==> src/rtl/mod_sinebank.sv <==
// Time-multiplexed N-channel oscillator bank: per-channel phase/inc/mode registers
// feeding one shared iterative CORDIC; one frame request yields N samples in channel order.
module mod_sinebank #(
  parameter int unsigned N_CHANNELS = 4,
  parameter int unsigned PHASE_W    = 32,
  parameter int unsigned OUT_W      = 16,
  parameter int unsigned ITER       = 16,
  localparam int unsigned CH_W      = $clog2(N_CHANNELS)
) (
  input  logic               i_clk,
  input  logic               i_nrst,
  input  logic               i_sample,
  input  logic               i_cfg_we,
  input  logic [CH_W-1:0]    i_cfg_ch,
  input  logic [PHASE_W-1:0] i_cfg_inc,
  input  logic [1:0]         i_cfg_mode,
  input  logic               i_cfg_rst_phase,
  output logic [OUT_W-1:0]   o_sample,
  output logic [CH_W-1:0]    o_ch,
  output logic               o_valid,
  output logic               o_frame_done,
  output logic               o_busy,
  output logic               o_overrun
);

  localparam int unsigned XY_W  = OUT_W + 2;
  localparam int unsigned IT_W  = $clog2(ITER);
  localparam int          AMP_I = (1 << (OUT_W - 1)) - 1;
  localparam int          X0_I  = $rtoi(0.6072529350 * AMP_I + 0.5);
  localparam logic signed [XY_W-1:0] AMP     = XY_W'(AMP_I);
  localparam logic signed [XY_W-1:0] NEG_AMP = -XY_W'(AMP_I);
  localparam logic signed [XY_W-1:0] X_INIT  = XY_W'(X0_I);

  typedef enum logic [1:0] {S_IDLE, S_LOAD, S_ROT, S_OUT} state_e;

  // atan(2^-i) as a fraction of a full turn, 32-bit scale, rescaled to PHASE_W
  function automatic logic [PHASE_W-1:0] atan_lut(input logic [31:0] i);
    logic [31:0] v;
    logic [63:0] w;
    case (i)
      0: v = 32'd536870912;   1: v = 32'd316933406;   2: v = 32'd167458907;
      3: v = 32'd85004756;    4: v = 32'd42667331;    5: v = 32'd21354465;
      6: v = 32'd10680862;    7: v = 32'd5340245;     8: v = 32'd2670163;
      9: v = 32'd1335087;    10: v = 32'd667544;     11: v = 32'd333772;
     12: v = 32'd166886;     13: v = 32'd83443;      14: v = 32'd41722;
     15: v = 32'd20861;      16: v = 32'd10430;      17: v = 32'd5215;
     18: v = 32'd2608;       19: v = 32'd1304;       20: v = 32'd652;
     21: v = 32'd326;        22: v = 32'd163;        23: v = 32'd81;
     24: v = 32'd41;         25: v = 32'd20;         26: v = 32'd10;
     27: v = 32'd5;          28: v = 32'd3;          29: v = 32'd1;
     30: v = 32'd1;
      default: v = 32'd0;
    endcase
    w = {v, 32'd0};
    return PHASE_W'(w >> (64 - PHASE_W));
  endfunction

  state_e                     state_q, state_d;
  logic [CH_W-1:0]            ch_q, ch_d;
  logic [IT_W-1:0]            iter_q, iter_d;
  logic signed [XY_W-1:0]     x_q, x_d, y_q, y_d;
  logic signed [PHASE_W-1:0]  z_q, z_d;
  logic [PHASE_W-1:0]         p_q, p_d;
  logic [1:0]                 lmode_q, lmode_d;
  logic [PHASE_W-1:0]         phase_q [N_CHANNELS];
  logic [PHASE_W-1:0]         phase_d [N_CHANNELS];
  logic [PHASE_W-1:0]         inc_q   [N_CHANNELS];
  logic [PHASE_W-1:0]         inc_d   [N_CHANNELS];
  logic [1:0]                 mode_q  [N_CHANNELS];
  logic [1:0]                 mode_d  [N_CHANNELS];
  logic [OUT_W-1:0]           sample_q, sample_d;
  logic [CH_W-1:0]            och_q, och_d;
  logic                       valid_q, valid_d, fdone_q, fdone_d;
  logic                       busy_q, busy_d, overrun_q, overrun_d;

  logic signed [XY_W-1:0]     xs_c, ys_c, x_n_c, y_n_c, rot_c, sine_c;
  logic signed [PHASE_W-1:0]  z_n_c;
  logic [PHASE_W-1:0]         atan_c;
  logic [OUT_W-1:0]           slot_c;
  logic                       last_ch_c;

  // One CORDIC micro-rotation plus quadrant fold and saturation of its result
  always_comb begin
    atan_c = atan_lut(32'(iter_q));
    xs_c   = x_q >>> iter_q;
    ys_c   = y_q >>> iter_q;
    if (!z_q[PHASE_W-1]) begin
      x_n_c = x_q - ys_c;
      y_n_c = y_q + xs_c;
      z_n_c = z_q - $signed(atan_c);
    end else begin
      x_n_c = x_q + ys_c;
      y_n_c = y_q - xs_c;
      z_n_c = z_q + $signed(atan_c);
    end
    case (p_q[PHASE_W-1 -: 2])
      2'd0:    rot_c = y_n_c;
      2'd1:    rot_c = x_n_c;
      2'd2:    rot_c = -y_n_c;
      default: rot_c = -x_n_c;
    endcase
    if (rot_c > AMP)          sine_c = AMP;
    else if (rot_c < NEG_AMP) sine_c = NEG_AMP;
    else                      sine_c = rot_c;
    case (lmode_q)
      2'd0:    slot_c = OUT_W'(sine_c);
      2'd1:    slot_c = p_q[PHASE_W-1] ? OUT_W'(NEG_AMP) : OUT_W'(AMP);
      2'd2:    slot_c = {~p_q[PHASE_W-1], p_q[PHASE_W-2 -: OUT_W-1]};
      default: slot_c = '0;
    endcase
    last_ch_c = (ch_q == CH_W'(N_CHANNELS - 1));
  end

  always_comb begin
    state_d   = state_q;
    ch_d      = ch_q;
    iter_d    = iter_q;
    x_d       = x_q;
    y_d       = y_q;
    z_d       = z_q;
    p_d       = p_q;
    lmode_d   = lmode_q;
    phase_d   = phase_q;
    inc_d     = inc_q;
    mode_d    = mode_q;
    sample_d  = sample_q;
    och_d     = och_q;
    valid_d   = 1'b0;
    fdone_d   = 1'b0;
    overrun_d = 1'b0;

    case (state_q)
      S_IDLE: begin
        if (i_sample) begin
          state_d = S_LOAD;
          ch_d    = '0;
        end
      end
      S_LOAD: begin
        p_d     = phase_q[ch_q];
        lmode_d = mode_q[ch_q];
        x_d     = X_INIT;
        y_d     = '0;
        z_d     = $signed({2'b00, phase_q[ch_q][PHASE_W-3:0]});
        iter_d  = '0;
        state_d = S_ROT;
      end
      S_ROT: begin
        x_d    = x_n_c;
        y_d    = y_n_c;
        z_d    = z_n_c;
        iter_d = iter_q + IT_W'(1);
        // Sample is registered on the same edge as the final rotation
        if (iter_q == IT_W'(ITER - 1)) begin
          state_d  = S_OUT;
          sample_d = slot_c;
          och_d    = ch_q;
          valid_d  = 1'b1;
          fdone_d  = last_ch_c;
        end
      end
      S_OUT: begin
        phase_d[ch_q] = phase_q[ch_q] + inc_q[ch_q];
        if (last_ch_c) begin
          state_d = S_IDLE;
        end else begin
          state_d = S_LOAD;
          ch_d    = ch_q + CH_W'(1);
        end
      end
      default: state_d = S_IDLE;
    endcase

    if (i_sample && (state_q != S_IDLE)) overrun_d = 1'b1;

    // Applied after the OUT advance so a same-cycle phase clear wins
    if (i_cfg_we && (32'(i_cfg_ch) < N_CHANNELS)) begin
      inc_d[i_cfg_ch]  = i_cfg_inc;
      mode_d[i_cfg_ch] = i_cfg_mode;
      if (i_cfg_rst_phase) phase_d[i_cfg_ch] = '0;
    end

    busy_d = (state_d != S_IDLE);
  end

  always_ff @(posedge i_clk) begin
    if (!i_nrst) begin
      state_q   <= S_IDLE;
      ch_q      <= '0;
      iter_q    <= '0;
      x_q       <= '0;
      y_q       <= '0;
      z_q       <= '0;
      p_q       <= '0;
      lmode_q   <= '0;
      for (int i = 0; i < int'(N_CHANNELS); i++) begin
        phase_q[i] <= '0;
        inc_q[i]   <= '0;
        mode_q[i]  <= '0;
      end
      sample_q  <= '0;
      och_q     <= '0;
      valid_q   <= 1'b0;
      fdone_q   <= 1'b0;
      busy_q    <= 1'b0;
      overrun_q <= 1'b0;
    end else begin
      state_q   <= state_d;
      ch_q      <= ch_d;
      iter_q    <= iter_d;
      x_q       <= x_d;
      y_q       <= y_d;
      z_q       <= z_d;
      p_q       <= p_d;
      lmode_q   <= lmode_d;
      phase_q   <= phase_d;
      inc_q     <= inc_d;
      mode_q    <= mode_d;
      sample_q  <= sample_d;
      och_q     <= och_d;
      valid_q   <= valid_d;
      fdone_q   <= fdone_d;
      busy_q    <= busy_d;
      overrun_q <= overrun_d;
    end
  end

  assign o_sample     = sample_q;
  assign o_ch         = och_q;
  assign o_valid      = valid_q;
  assign o_frame_done = fdone_q;
  assign o_busy       = busy_q;
  assign o_overrun    = overrun_q;

endmodule

==> config.mk <==
export PLATFORM = sky130hd
export DESIGN_NAME = mod_sinebank
export DESIGN_NICKNAME = d
export VERILOG_FILES = /design/src/rtl/mod_sinebank.sv
export SDC_FILE = /design/constraint.sdc
export NUM_CORES = 1
export LEC_CHECK = 0
export ABC_AREA = 1
export ABC_CLOCK_PERIOD_IN_PS = 4200
export CORE_UTILIZATION = 35
export CTS_CLUSTER_SIZE = 20
export DETAILED_ROUTE_END_ITERATION = 10
export DONT_BUFFER_PORTS = 1
export GPL_ROUTABILITY_DRIVEN = 0
export PLACE_DENSITY = 0.48
export SYNTH_ARGS = -nofsm -noshare
export SYNTH_HDL_FRONTEND = slang
export SYNTH_SLANG_ARGS = --single-unit
==> constraint.sdc <==
create_clock -name i_clk -period 4.2 [get_ports i_clk]
set_input_delay 0.63 -clock i_clk [delete_from_list [all_inputs] [get_ports i_clk]]
set_output_delay 0.63 -clock i_clk [all_outputs]
set_load 0.01 [all_outputs]
# Word level (Yosys, flattened, before mapping)
# Memory sizes are Yosys's and may differ from the RTL's. A register that Yosys moved wholly into a read port is not among the register bits.
# Cells that the tools add are included.
# op_classes
add_sub_neg,11
magnitude_cmp,6
n_eq_ne,11
shifts,2
mux,44
bitwise_logic,5
reduce_logical,14
# op_table
op,n
$mux W128,3
$bwmux W128,2
$mux W32,7
$and A128 B128 Y128,1
$bmux W32 S2,2
$demux W32 S2,2
$not A128 Y128,1
$pmux W18 S2,2
$add A32 B32 Y32,2
$pmux W32 S2,1
$pmux W18 S3,1
$mux W16,3
$pmux W16 S3,1
$add A18 B18 Y18,2
$mux W18,2
$neg A18 Y18,2
$sshr A18 B4 Y18,2
$sub A18 B18 Y18,2
$sub A32 B32 Y32,1
$gt A18 B16 Y1 const B,1
$lt A18 B16 Y1 const B,1
$mux W2,7
$eq A2 B2 Y1 const B,5
$bwmux W8,1
other kinds (21),39
# totals
regBits,396
romBits,480
inputBits,41
output_inout_bits,22
wordCells,120
mem_count,1
# memory_table
name,depth,word_bits,rd,rd_clocked_by_memory_dff,wr,line,rtl
(name not given),16,30,1,1,0,40,case (i)

# Depth between registers and ports, before layout
# depth
word_depth,10
mapped_depth,45
depth_no_buf,42

# Worst setup path after synthesis
# No wires, ideal clock.
# synth_timing
path_type,register to register
from,register iter_q[0]
to,"register sample_q[6], in the netlist o_sample[6]"
setup_time_ps,132
arrival_ps,4520
required_ps,4068
setup_slack_ps,-451
path_stages_with_launch,38
path_buffers,3
period_less_slack_ps,4651
path_cell_list,dfxtp_1 buf_6 inv_4 buf_8 nand2_2 nand3_1 nand3_1 nand3_1 nand2_1 ha_1 nand2_1 nor2_1 nand3_1 nor4_1 nand4_1 nor2_1 a41oi_1 xnor2_1 [2 not listed] inv_1 nor3_1 nand2_1 o311ai_0 nand3_1 nand2_2 nor2_1 nor2_2 nor2_2 nor2_2 nand2_4 buf_12 nand2_2 nand2_1 nand2_1 nand2_1 nand2_1 a21oi_2
# synth_via
elab_chain_cells,9
elab_cells_between_ends,18
classes_between,6 x add/sub; 2 x order compare; 1 x eq/ne; 2 x shift; 6 x mux; 1 x reduce/logical
# synth_rtl
item,line,rtl
from (decl),60,"logic [IT_W-1:0] iter_q, iter_d;"
from (signal assigned),210,iter_q <= iter_d;
$sshr A18 B4 Y18 (on tied branches),"86, 85",
$sub A18 B18 Y18 (tied with other cells),88,x_n_c = x_q - ys_c;
$mux W18,87,if (!z_q[PHASE_W-1]) begin
$neg A18 Y18 (on tied branches),"100, 99",
$pmux W18 S3,96,case (p_q[PHASE_W-1 -: 2])
$lt A18 B16 Y1,103,else if (rot_c < NEG_AMP) sine_c = NEG_AMP;
$mux W16,103,
$mux W16,102,if (rot_c > AMP) sine_c = AMP;
$pmux W16 S3,105,case (lmode_q)
to (signal assigned),219,sample_q <= sample_d;
to (decl),71,"logic [OUT_W-1:0] sample_q, sample_d;"
# Parallel ways exist; a longest one is shown, timed or not.
# A chain may end at the register's enable or synchronous reset.

# Final worst setup path
# layout_timing
from,register iter_q[0]
to,"register sample_q[13], in the netlist o_sample[13]"
# The elaborated chain is that of the path after synthesis.

==> flow_metrics.tcl <==
set metrics [dict create \
    syn_inst 4145 \
    synth_ff_type "dfxtp_1" \
    area_growth_pct 28.4 \
    cts_tree "yes" \
    place_inst 5389 \
    insertion_delay_ns 0.63 \
    min_period_ns 5.00 \
    finalNetCount 4670 \
    power_leakage_nw 16.5 \
    synth-edff-count 0 \
    grt_pass1_vias 26400 \
    cts_max_level 2 \
    drt-initial-drc-count 1872 \
    initial_utilization_pct 35.3 \
    grtUsageTotal_pct 24.6 \
    power_frac_seq_pct 14.5 \
    fp.coreArea_sq_mm 0.0744 \
    ys_seq_elements 410 \
    seqCellArea_sq_mm 0.00822 \
    power_mw 32.5 \
    setup_viol 16 \
    drt_pass1_iterations 7 \
    combPwrFrac_pct 71.6 \
    wl_per_cell_um 17.4 \
    power_switching_mw 15.8 \
    top_level_ports 63 \
    clkSinkCount 410 \
    cts_hold_buf 0 \
    fmax_mhz 200 \
    fill_cells 7963 \
    yosysMostFrequentCell "nand2_1" \
    layout-drive-gt1-share_pct 20.8 \
    rrSetupSlack_ns -0.80 \
    vias_per_cell 5.05 \
    cap_viol_max_count 0 \
    dp_hpwl_um 68200 \
    antenna_cells 0 \
    yosys-top-cells-count "nand2_1 (818), nor2_1 (669), o21ai_0 (496)" \
    violations "negative setup slack" \
    grt.overflow.total 0 \
    cts.root.buffer_cell "clkbuf_16" \
    hp-class "in -> reg" \
    critPathMaxStageDelay_ns 0.42 \
    drc 0 \
    yosysSeqAreaShare_pct 31.2 \
    end_kind "register" \
    rsz0062_at_grt "true" \
    arrival_ns 5.53 \
    synth_largest_area_cell "dfxtp_1" \
    finalNonFillerCells 5513 \
    slew_violations 0 \
    syn_area_sq_mm 0.0263 \
    fin_crit_sh_pct 119 \
    clkPwrFrac_pct 13.9 \
    clk_pin_slew_ns 0.06 \
    synthTopCellsByArea "dfxtp_1 (31%), nand2_1 (12%), nor2_1 (9.5%)" \
    slew_headroom_pct 31.6 \
    die_w_um 276 \
    wirelength_um 96200 \
    avgSynthCellArea_sq_um 6.35 \
    synth_top_area_share_pct 31.2 \
    place_area_sq_mm 0.0306 \
    fin_tns_setup_ns -12.33 \
    die-area_sq_mm 0.0763 \
    numCtsBuffers 50 \
    postRouteAntennaNets 0 \
    slowest_stage "dfxtp_4" \
    clock_skew_ns 0.0378 \
    synth_async_sr_flop_share_pct 0 \
    startpoint_type "register" \
    grt_max_degree 170 \
    vias 27800 \
    ir_worst_vdd_v 0.000486 \
    critPathKind "reg -> reg" \
    outcome "finished with violations" \
    multi_input_area_sq_mm 0.0169 \
    swShare_pct 48.7 \
    antenna_found_initial 1 \
    io_buffers 0 \
    rows 100 \
    cpMostUsedCell "nand2_1" \
    whs_ns 0.142 \
    ys_warn_count 0 \
    clk_path_buf_depth 3 \
    crit_required_ns 4.74 \
    hold_viol 0 \
    fin_ws_ns -0.796 \
    grt_first_pass_wirelength_um 150000 \
    p_int_mw 16.6 \
    syn_nets 4308 \
    worstPathMaxFanout 8 \
    design_area_sq_mm 0.0338 \
    ys_types 59 \
    tightest_slew_ns 1.03 \
    pwr_density_cell_mw_per_mm2 960 \
    die_h_um 276 \
]
==> path summary, 6_finish.rpt <==
| check | from | to | cells after the start |
|---|---|---|---|
| worst max register to register | iter_q[0]$_SDFFE_PN0N_ | o_sample[13]$_SDFFE_PN0P_ | 41 |
| worst min-delay path | i_cfg_inc[14] | inc_q[14]$_SDFFE_PN0P_ | 2 |
| worst max-delay path | iter_q[0]$_SDFFE_PN0N_ | o_sample[13]$_SDFFE_PN0P_ | 41 |
| worst min register to register | inc_q[31]$_SDFFE_PN0P_ | inc_q[31]$_SDFFE_PN0P_ | 2 |
==> through the flow <==
| step | worst slack, ns | util (%) |
|---|---|---|
| 6_report | -0.796 | 45.4 |
| 5_1_grt | -1.21 | 45.4 |
| 4_1_cts | -0.640 | 44.2 |
| 3_5_place_dp | -0.974 | 41.1 |
| 3_3_place_gp | -0.982 | 41.1 |
| 2_1_floorplan | -0.0919 | - |
==> registers in the layout, indices dropped and copies added (netlist names), 2 cells and up <==
| signal | flops |
|---|---|
| p_q | 16 |
| state_q | 2 |
| y_q | 18 |
| x_q | 18 |
| o_sample | 16 |
| iter_q | 4 |
| inc_q | 128 |
| phase_q | 128 |
| z_q | 32 |
| lmode_q | 2 |
| ch_q | 2 |
| atan_c | 30 |
| mode_q | 8 |
| o_ch | 2 |
==> final cells by class <==
| class | instances | area share (%) |
|---|---|---|
| tap | 969 | 3.59 |
| clock inverter | 20 | 0.803 |
| multi-input combinational | 3101 | 50.0 |
| timing repair buffer | 509 | 12.1 |
| clock buffer | 69 | 4.27 |
| sequential | 410 | 24.3 |
| timing repair inverter | 2 | 0.0518 |
| inverter | 433 | 4.88 |
==> per-layer routing <==
metal,routed length (um),GRT usage (%)
met1,44700,32.5
met2,45300,42.2
met3,3820,2.74
met4,2430,6.59
met5,0,0
==> kinds of logic (layout without fill, tap and decap cells) <==
| logic type | Yosys count | after routing | synth area share (%) |
|---|---|---|---|
| fa+ha+maj | 122 | 122 | 5.92 |
| xor+xnor | 108 | 108 | 3.65 |
| simple gates | 1918 | 1919 | 30.1 |
| buf+inv | 635 | 1033 | 9.62 |
| flops | 410 | 410 | 31.2 |
| compound gates | 952 | 952 | 19.5 |
==> power groups by stage <==
stage                     sequential [mW]  clock [mW]  combinational [mW]
after floorplan                      4.61           0                12.1
after global placement               4.77           0                21.3
after detailed placement             4.77           0                21.2
after CTS                            4.70        4.59                22.2
after global routing                 4.76        4.76                25.8
final                                4.72        4.51                23.2
==> layout by cell type (no fill, tap or decap), drive strengths merged, types with 75 or more instances in the layout <==
master | netlist | layout
nand2 | 844 | 845
nor2 | 680 | 680
nand3 | 310 | 310
inv | 427 | 429
o21ai | 513 | 513
xor2 | 75 | 75
dfxtp | 410 | 410
ha | 118 | 118
buf | 41 | 507
a21oi | 284 | 284
==> worst max-delay path: cells and delay by family, from the launching register on <==
| kind | cells | cell delay [ns] |
|---|---|---|
| xor gates and xnor gates | 2 | 0.33 |
| buffers and inverters | 7 | 0.87 |
| AOI/OAI and AO/OA | 3 | 0.37 |
| and+or+nand+nor | 27 | 2.47 |
| adders and majority gates | 2 | 0.44 |
| DFF | 1 | 0.42 |
==> repair_timing <==
action,in CTS,in global routing
gates resized for setup,109,182
pin swaps,21,67
setup endpoints to repair,27,69
endpoints found under the hold margin,0,0
gates cloned,2,4
setup buffers,17,12
Power figures use the tool's default switching activity.
